### src/rtl/oneway_frame_receiver.sv
// Reassembles LANES-wide beats from an asynchronous board link into MESSAGE_SIZE-bit messages.
// Raw edge to rise takes about SYNC_STAGES+DB_CYCLES+1 cycles, commit adds 2; there is no backpressure.
module oneway_frame_receiver #(
    parameter int MESSAGE_SIZE = 100,
    parameter int LANES        = 6,
    parameter int SYNC_STAGES  = 2,
    parameter int DB_CYCLES    = 4
) (
    input  logic                                                     clk,
    input  logic                                                     rst,
    input  logic [LANES-1:0]                                         din,
    input  logic                                                     packet_pulse,
    input  logic                                                     transmit_ctrl,
    output logic [MESSAGE_SIZE-1:0]                                  read_buffer,
    output logic                                                     msg_valid,
    output logic                                                     frame_err,
    output logic [$clog2(((MESSAGE_SIZE+LANES-1)/LANES)+2)-1:0]      beat_count
);
    localparam int BEATS = (MESSAGE_SIZE + LANES - 1) / LANES;
    localparam int BUF_W = BEATS * LANES;
    localparam int NSIG  = LANES + 2;
    localparam int CNT_W = $clog2(DB_CYCLES + 1);
    localparam int BC_W  = $clog2(BEATS + 2);

    logic [NSIG-1:0]  r_sync [SYNC_STAGES];
    logic [CNT_W-1:0] r_db_cnt [NSIG];
    logic [NSIG-1:0]  r_filt;
    logic [NSIG-1:0]  r_filt_d;
    logic [BUF_W-1:0] r_buf;
    logic             r_commit;

    logic [NSIG-1:0]  w_raw;
    logic [NSIG-1:0]  w_sync;
    logic [NSIG-1:0]  w_rise;
    logic [LANES-1:0] w_din;
    logic             w_pkt_rise;
    logic             w_ctrl_rise;

    assign w_raw       = {transmit_ctrl, packet_pulse, din};
    assign w_sync      = r_sync[SYNC_STAGES-1];
    assign w_rise      = r_filt & ~r_filt_d;
    assign w_din       = r_filt[LANES-1:0];
    assign w_pkt_rise  = w_rise[LANES];
    assign w_ctrl_rise = w_rise[LANES+1];

    // Every input, data lanes included, gets the same sync + debounce treatment.
    always_ff @(posedge clk or posedge rst) begin
        if (rst) begin
            for (int s = 0; s < SYNC_STAGES; s++) r_sync[s] <= '0;
            for (int i = 0; i < NSIG; i++) r_db_cnt[i] <= '0;
            r_filt   <= '0;
            r_filt_d <= '0;
        end else begin
            r_sync[0] <= w_raw;
            for (int s = 1; s < SYNC_STAGES; s++) r_sync[s] <= r_sync[s-1];
            r_filt_d <= r_filt;
            for (int i = 0; i < NSIG; i++) begin
                if (w_sync[i] == r_filt[i]) begin
                    r_db_cnt[i] <= '0;
                end else if (r_db_cnt[i] == CNT_W'(DB_CYCLES - 1)) begin
                    r_filt[i]   <= w_sync[i];
                    r_db_cnt[i] <= '0;
                end else begin
                    r_db_cnt[i] <= r_db_cnt[i] + CNT_W'(1);
                end
            end
        end
    end

    // Commit is judged one cycle after the ctrl rise so a beat arriving with it is counted first.
    always_ff @(posedge clk or posedge rst) begin
        if (rst) begin
            r_buf       <= '0;
            r_commit    <= 1'b0;
            beat_count  <= '0;
            read_buffer <= '0;
            msg_valid   <= 1'b0;
            frame_err   <= 1'b0;
        end else begin
            msg_valid <= 1'b0;
            frame_err <= 1'b0;
            r_commit  <= w_ctrl_rise;
            if (w_pkt_rise) begin
                r_buf <= {w_din, r_buf[BUF_W-1:LANES]};
            end
            if (r_commit) begin
                if (beat_count == BC_W'(BEATS)) begin
                    read_buffer <= r_buf[BUF_W-1 -: MESSAGE_SIZE];
                    msg_valid   <= 1'b1;
                end else begin
                    frame_err   <= 1'b1;
                end
                beat_count <= w_pkt_rise ? BC_W'(1) : '0;
            end else if (w_pkt_rise && (beat_count != BC_W'(BEATS + 1))) begin
                beat_count <= beat_count + BC_W'(1);
            end
        end
    end

    // Low bits of the first beat fall below the delivered window when LANES does not divide MESSAGE_SIZE.
    generate
        if (BUF_W > MESSAGE_SIZE) begin : g_pad
            logic w_unused_pad;
            assign w_unused_pad = ^r_buf[BUF_W-MESSAGE_SIZE-1:0];
        end
    endgenerate

endmodule

### config.mk
export PLATFORM = sky130hd
export DESIGN_NAME = oneway_frame_receiver
export DESIGN_NICKNAME = d
export VERILOG_FILES = /design/src/rtl/oneway_frame_receiver.sv
export SDC_FILE = /design/constraint.sdc
export NUM_CORES = 1
export LEC_CHECK = 0
export ABC_AREA = 1
export CAP_MARGIN = 5
export CORE_MARGIN = 3
export CORE_UTILIZATION = 59
export DETAILED_ROUTE_END_ITERATION = 7
export PLACE_DENSITY = 0.84
export SLEW_MARGIN = 30
export SYNTH_ARGS = -nofsm -noshare
export SYNTH_HDL_FRONTEND = slang
export SYNTH_SLANG_ARGS = --single-unit
export TNS_END_PERCENT = 30
### constraint.sdc
create_clock -name clk -period 22.9 [get_ports clk]
set_input_delay 5.725 -clock clk [delete_from_list [all_inputs] [get_ports clk]]
set_output_delay 5.725 -clock clk [all_outputs]
set_load 0.02 [all_outputs]
==> impl_metrics.toml, run 1 <==
[clock_network]
cts_tree = "yes"
cts_sinks = 258
postCtsSetupBuffers = 0
clkTransAtPathRegs_ns = 0.06
cts.path.max_buffers = 3
hold_buffers = 0
htreeDepth = 1
cts_buffers = 25
clk_latency_ns = 0.50
clock-root-buffer = "clkbuf_16"
cts_resized = 0

[floorplanning]
num_rows = 46
core_mm2 = 0.0160
die-area_mm2 = 0.0180
die_h_um = 134
start_util_pct = 60.7
ios = 117
die-width_um = 134

[min_path]
holdPathStages = 0
worstHoldEndpoint = "w_sync[1]"
hold_start = "r_sync[9]"
holdCritPathClass = "reg2reg"

[routing]
dr_total_vias = 6405
wl_per_cell_um = 14.4
ant_nets = 0
detail_route.first_pass.iterations = 5
vias_per_cell = 5.08
drt_iter0_drc = 571
routed_wl_um = 18200
drc = 0

[cells_and_area]
layout.cells.most_common = "dfrtp_1"
drive_gt1_share_pct = 6.51
syn_to_final_growth_pct = 19.9
final_cell_mix = "dfrtp_1, nand2_1, inv_1, o21ai_0, clkdlybuf4s50_1"
final_cells = 1260
fin_nets = 1057
final_util_pct = 72.8
antenna_cells = 0

[power_and_ir_drop]
power_frac_seq_pct = 50.1
power_mw = 1.20
netSwitchingFraction_pct = 30.3
p_switching_uw = 363
intPower_uw = 834
power_leakage_nw = 5.23
pwr-share-comb_pct = 19.4
clkPwrFrac_pct = 30.5
peakVddDrop_v = 0.0000814
power_density_mw_per_mm2 = 103

[sta]
rsz0062_at_grt = "no"
finalSetupViolCount = 0
clock.fmax_mhz = 135
slew_headroom_pct = 43.5
min_period_ns = 7.43
clock_skew_ns = 0.00941
tightestPinTransition_ns = 0.848
final.setup.tns_ns = 0
drv_slew = 0
finalCritPeriodShare_pct = 32.4
final_hold_viol_count = 0
setup_ws_ns = 15.47

[worst_setup_path]
cp.buffers_inverters = 1
path_class = "reg2out"
r2r_end = "r_buf[52]"
rrSetupSlack_ns = 20.25
crit_path_max_fanout = 8
cp_data_required_time_ns = 17.18
critPathCaptureType = "primary output"
r2r-start = "r_filt[6]"
crit_path_max_incr_delay_ns = 0.68
r2r_cells = 7
cp-start-kind = "flip-flop"
cp_top_family = "buffers and inverters"
cp_cell_sequence = "clkdlybuf4s50_1"
arrival_ns = 1.70
slowest_stage = "clkdlybuf4s50_1"

[job]
maxCapViolations = 0

[synth]
syn_inst = 930
syn_area_mm2 = 0.00972
yosysSeqAreaShare_pct = 66.4
yosysWarnings = 0
yosysUniqueCellTypes = 21
synth_seq_cells = 258
syn_area_per_cell_um2 = 10.4
syn_nets = 951

[place]
io_buffers = 116
dp.cells = 1223
dpl_worst_slack_ns = 15.14
gp_routability_congestion = 0.758
dp_hpwl_um = 11500

[outcome]
status = "completed"

[global_route]
grt_pass1_vias = 6418
grt_overflow = 0
antenna_found_initial = 0
grt_first_pass_wirelength_um = 30600
grt_max_degree = 120
grt_use_total_pct = 20.5
-- how the worst max path moves through the flow --
stage / start / to / depth (start not counted)
final: beat_count[2] / beat_count[2] / 1
after global routing: beat_count[2] / beat_count[2] / 1
after CTS: beat_count[2] / beat_count[2] / 1
after detailed placement: rst / r_sync[10] / 3
after global placement: rst / r_sync[10] / 3
after floorplan: rst / beat_count[0] / 1
-- kinds of logic (layout without fill, tap and decap cells) --
kind of cell	count (synthesis)	in the layout	synth area share, %
simple gates	281	281	11.7
fa+ha+maj	11	11	1.42
xor+xnor	9	9	0.811
mux	6	6	0.695
buf+inv	163	277	7.78
compound gates	202	202	11.2
flops	258	258	66.4
-- power by group through the flow --
stage	clock [mW]	sequential (mW)	combinational [mW]
2_1_floorplan	0	0.594	0.182
3_3_place_gp	0	0.600	0.218
3_5_place_dp	0	0.605	0.226
4_1_cts	0.372	0.599	0.230
5_1_grt	0.393	0.610	0.270
6_report	0.366	0.599	0.232
-- cells in the mapped netlist --
cell type | instances | area, um2
o21ai_2 | 20 | 175
o21ai_0 | 118 | 591
nor3_1 | 9 | 45.0
clkbuf_1 | 15 | 56.3
a21oi_1 | 2 | 10.0
dfrtp_1 | 258 | 6460
buf_2 | 7 | 35.0
buf_6 | 14 | 158
nand2_1 | 238 | 893
nand4_1 | 2 | 12.5
buf_4 | 8 | 60.1
nor2_1 | 14 | 52.6
ha_1 | 11 | 138
inv_1 | 119 | 447
nand3_1 | 8 | 40.0
nor3b_1 | 7 | 52.6
o21ai_1 | 62 | 310
nand3_4 | 1 | 17.5
nor2_4 | 2 | 22.5
xnor2_1 | 9 | 78.8
mux2_2 | 6 | 67.6
-- area by class of cell --
type / count / area, um2
repair buffers: 123 / 1250
clock buffers: 34 / 709
clock inverters: 1 / 5.00
flip-flops and latches: 258 / 6460
inverters: 119 / 454
fillers: 1170 / 4350
multi-input cells: 509 / 2510
well taps: 216 / 270
-- per-stage QoR --
step,hold WS [ns],area (um2)
after global routing,0.360,11700
after detailed placement,0.336,10900
final,0.349,11700
after CTS,0.350,11600
after floorplan,0.331,9720
after global placement,0.332,10900
-- sequential cells by signal (all words and copies together), names as in the netlist --
register,flops
r_buf,100
r_commit,1
msg_valid,1
read_buffer,100
r_sync,8
r_db_cnt,24
w_sync,8
r_filt,8
beat_count,5
frame_err,1
r_filt_d,2
-- per-layer routing --
metal | vias up | GRT usage, % | routed length (um)
li1 | 3123 | - | -
met4 | 0 | 4.52 | 219
met1 | 3105 | 29.3 | 8030
met5 | - | 0 | 0
met2 | 154 | 33.4 | 9000
met3 | 23 | 3.86 | 927
Note: power is estimated with default switching activity, not from simulation.
==> run 2, diff against run 1 <==
Settings changed: CORE_UTILIZATION 59 to 50, PLACE_DENSITY 0.84 to 0.76.
Clock period 22.9 ns to 6.2 ns, I/O delays scaled along.
==> impl_metrics.toml, run 2 (same netlist as run 1, synthesis figures left out) <==
[outcome]
status = "completed"

[place]
gp_routability_congestion = 0.740
dp.cells = 1270
dpl_cell_area_mm2 = 0.0110
io_buffers = 116
dp_hpwl_um = 11300

[routing]
ant_nets = 0
drt_iter0_drc = 436
detail_route.first_pass.iterations = 5
vias_per_cell = 4.82
routed_wl_um = 17600
drc = 0
dr_total_vias = 6335
wl_per_cell_um = 13.4

[cells_and_area]
fin_nets = 1059
antenna_cells = 0
post-route-cell-area_mm2 = 0.0118
syn_to_final_growth_pct = 21.8
final_cells = 1315
final_util_pct = 62.6
top_regs = "r_buf (100), read_buffer (100), r_db_cnt (24)"
final_cell_mix = "dfrtp_1, nand2_1, inv_1, o21ai_0, clkdlybuf4s50_1"
drive_gt1_share_pct = 7.01
layout.cells.most_common = "dfrtp_1"

[worst_setup_path]
cp_top_family = "buffers and inverters"
r2r-start = "beat_count[1]"
cp_data_required_time_ns = 4.65
cp.buffers_inverters = 1
crit_path_max_fanout = 8
arrival_ns = 1.68
cp_cell_sequence = "clkdlybuf4s50_1"
critPathCaptureType = "primary output"
crit_start = "beat_count[2]"
crit_path_max_incr_delay_ns = 0.67
path_class = "reg2out"
cp-start-kind = "flip-flop"
slowest_stage = "clkdlybuf4s50_1"

[clock_network]
postCtsSetupBuffers = 0
htreeDepth = 1
cts_buffers = 25
cts_resized = 0
clk_latency_ns = 0.50
cts_tree = "yes"
clkTransAtPathRegs_ns = 0.06
cts.path.max_buffers = 3
cts_sinks = 258
clock-root-buffer = "clkbuf_16"
hold_buffers = 0

[sta]
slew_headroom_pct = 44.7
clock.fmax_mhz = 309
tightestPinTransition_ns = 0.830
drv_slew = 0
clock_skew_ns = 0.0147
final_hold_viol_count = 0
final.setup.tns_ns = 0
finalCritPeriodShare_pct = 52.1
rsz0062_at_grt = "no"
finalSetupViolCount = 0
min_period_ns = 3.23

[global_route]
grt_overflow = 0
antenna_found_initial = 0
grt_first_pass_wirelength_um = 30100
grt_use_total_pct = 16.7
grt_pass1_vias = 6341
grt_max_degree = 143

[power_and_ir_drop]
peakVddDrop_v = 0.000254
power_mw = 4.54
power_density_mw_per_mm2 = 383
power_leakage_nw = 5.28

[floorplanning]
die-width_um = 145
start_util_pct = 51.4
num_rows = 50
die_h_um = 145
core_mm2 = 0.0189
ios = 117
die-area_mm2 = 0.0211

[min_path]
hold_start = "r_sync[10]"
holdCritPathClass = "reg2reg"

[job]
maxCapViolations = 0
## run 2: final timing paths
check	to	cells after the start	slack [ns]
max	beat_count[2]	1	2.97
min	w_sync[2]	0	0.35
max reg2reg	read_buffer[0]	9	3.82
min reg2reg	w_sync[2]	0	0.35
max in group asynchronous	r_buf[96]	4	3.53
min in group asynchronous	r_buf[41]	2	1.42
## run 2: where the power goes
part           internal, mW  switching (mW)
combinational         0.309           0.560
sequential             2.00           0.198
clock                 0.874           0.591
## run 2: cell type report
type	count	area (um2)
Fill cell	1531	7060
Sequential cell	258	6460
Multi-Input combinational cell	509	2510
Timing Repair Buffer	125	1300
Clock buffer	38	714
Inverter	119	450
Tap cell	260	325
Clock inverter	6	82.6
## run 2: metal layers
metal / share of wire (%) / vias to the layer above / GRT usage (%)
met4: 1.6 / 0 / 3.85
li1: - / 3143 / -
met3: 5.7 / 26 / 4.08
met5: 0 / - / 0
met2: 47 / 120 / 26.9
met1: 46 / 3046 / 23.2
## run 2: stage by stage
step | setup WS [ns] | hold slack [ns]
finish | 2.97 | 0.347
global route | 2.88 | 0.349
CTS | 2.94 | 0.348
detailed placement | 2.84 | 0.335
global placement | 2.86 | 0.333
floorplan | 1.25 | 0.331
==> run 3, diff against run 2 <==
Settings changed: CORE_UTILIZATION 50 to 55, PLACE_DENSITY 0.76 to 0.79.
Clock period 6.2 ns to 3 ns, I/O delays scaled along.
==> impl_metrics.toml, run 3 (same netlist as run 1, synthesis figures left out) <==
[min_path]
holdPathStages = 0
holdCritPathClass = "reg2reg"
hold_start = "r_sync[9]"
worstHoldEndpoint = "w_sync[1]"

[sta]
slew_headroom_pct = 58.0
final_hold_viol_count = 0
whs_ns = 0.347
tightestPinTransition_ns = 0.630
clock_skew_ns = 0.00711
min_period_ns = 2.44
setup_ws_ns = 0.556
finalCritPeriodShare_pct = 81.5
drv_slew = 0
rsz0062_at_grt = "no"
clock.fmax_mhz = 409
finalSetupViolCount = 0

[routing]
wl_per_cell_um = 14.4
dr_wl_met3_um = 832
ant_nets = 0
dr_total_vias = 6453
detail_route.first_pass.iterations = 4
routed_wl_um = 18400
drt_iter0_drc = 386
highest_layer = "met4"
vias_per_cell = 5.04
wl_met1_um = 8230
routed-wl-met2_um = 9080
drc = 0

[floorplanning]
start_util_pct = 57.4
core_mm2 = 0.0169
die-area_mm2 = 0.0193
die_h_um = 139
ios = 117
die-width_um = 139
num_rows = 47

[worst_setup_path]
critPathCaptureType = "primary output"
arrival_ns = 1.69
r2r_cells = 7
r2r-start = "beat_count[0]"
cp_data_required_time_ns = 2.25
cp_cell_sequence = "clkdlybuf4s50_1"
cp-start-kind = "flip-flop"
rrSetupSlack_ns = 1.02
r2r_end = "read_buffer[79]"
cp_top_family = "buffers and inverters"
path_class = "reg2out"
crit_path_max_fanout = 8
slowest_stage = "clkdlybuf4s50_1"
crit_path_max_incr_delay_ns = 0.67
cp.buffers_inverters = 1

[cells_and_area]
layout.cells.most_common = "dfrtp_1"
final_cells = 1281
syn_to_final_growth_pct = 21.8
fin_nets = 1063
top_regs = "r_buf (100), read_buffer (100), r_db_cnt (24)"
final_cell_mix = "dfrtp_1, nand2_1, inv_1, o21ai_0, clkdlybuf4s50_1"
antenna_cells = 0
drive_gt1_share_pct = 7.26

[place]
dp.cells = 1234
io_buffers = 116
dpl_worst_slack_ns = 1.04
dp_hpwl_um = 12100
gp_routability_congestion = 0.805

[global_route]
grt_pass1_vias = 6634
grt_first_pass_wirelength_um = 31500
grt_overflow = 0
antenna_found_initial = 0
grt_use_total_pct = 19.3
grt_max_degree = 90

[clock_network]
cts_buffers = 26
cts_resized = 0
clk_latency_ns = 0.51
htreeDepth = 1
cts_sinks = 258
clock-root-buffer = "clkbuf_16"
cts.path.max_buffers = 3
postCtsSetupBuffers = 0
clkTransAtPathRegs_ns = 0.06
hold_buffers = 0
cts_tree = "yes"

[power_and_ir_drop]
power_leakage_nw = 5.31
power_density_mw_per_mm2 = 792
peakVddDrop_v = 0.000610

[outcome]
status = "completed"

[job]
maxCapViolations = 0
run 3: how the worst max path moves through the flow:
stage                  start         endpoint  slack (ns)  cells after the start
5_1_grt        beat_count[2]    beat_count[2]        0.50                      1
3_5_place_dp   beat_count[0]  read_buffer[51]        1.04                      7
3_3_place_gp             rst      r_db_cnt[1]        1.08                      3
4_1_cts        beat_count[2]    beat_count[2]        0.54                      1
6_report       beat_count[2]    beat_count[2]        0.56                      1
2_1_floorplan            rst    beat_count[0]       -1.15                      1
run 3: final cells by class:
type | instances | area [um2]
Multi-Input combinational cell | 509 | 2510
Clock inverter | 2 | 10.0
Inverter | 119 | 450
Timing Repair Buffer | 128 | 1340
Tap cell | 220 | 275
Fill cell | 1246 | 5100
Clock buffer | 45 | 803
Sequential cell | 258 | 6460
run 3: report_power, final:
group	total (mW)	switching (mW)	internal, mW
Clock	3.02	1.22	1.80
Sequential	4.56	0.422	4.14
Combinational	1.79	1.18	0.609
Total	9.38	2.83	6.55
run 3: through the flow:
stage          power (mW)  cell area [um2]  TNS, ns  util, %
6_report             9.38            11800        0     69.9
3_3_place_gp         6.32            11000        0     65.1
5_1_grt              9.99            11800        0     69.9
4_1_cts              9.49            11800        0     69.9
3_5_place_dp         6.41            11000        0     65.1
2_1_floorplan        5.93             9720  -296.60        -
run 3: metal layers:
| metal | up-vias | GRT usage (%) |
|---|---|---|
| li1 | 3159 | - |
| met1 | 3154 | 26.1 |
| met2 | 116 | 33.2 |
| met3 | 24 | 3.62 |
| met4 | 0 | 3.91 |
| met5 | - | 0 |
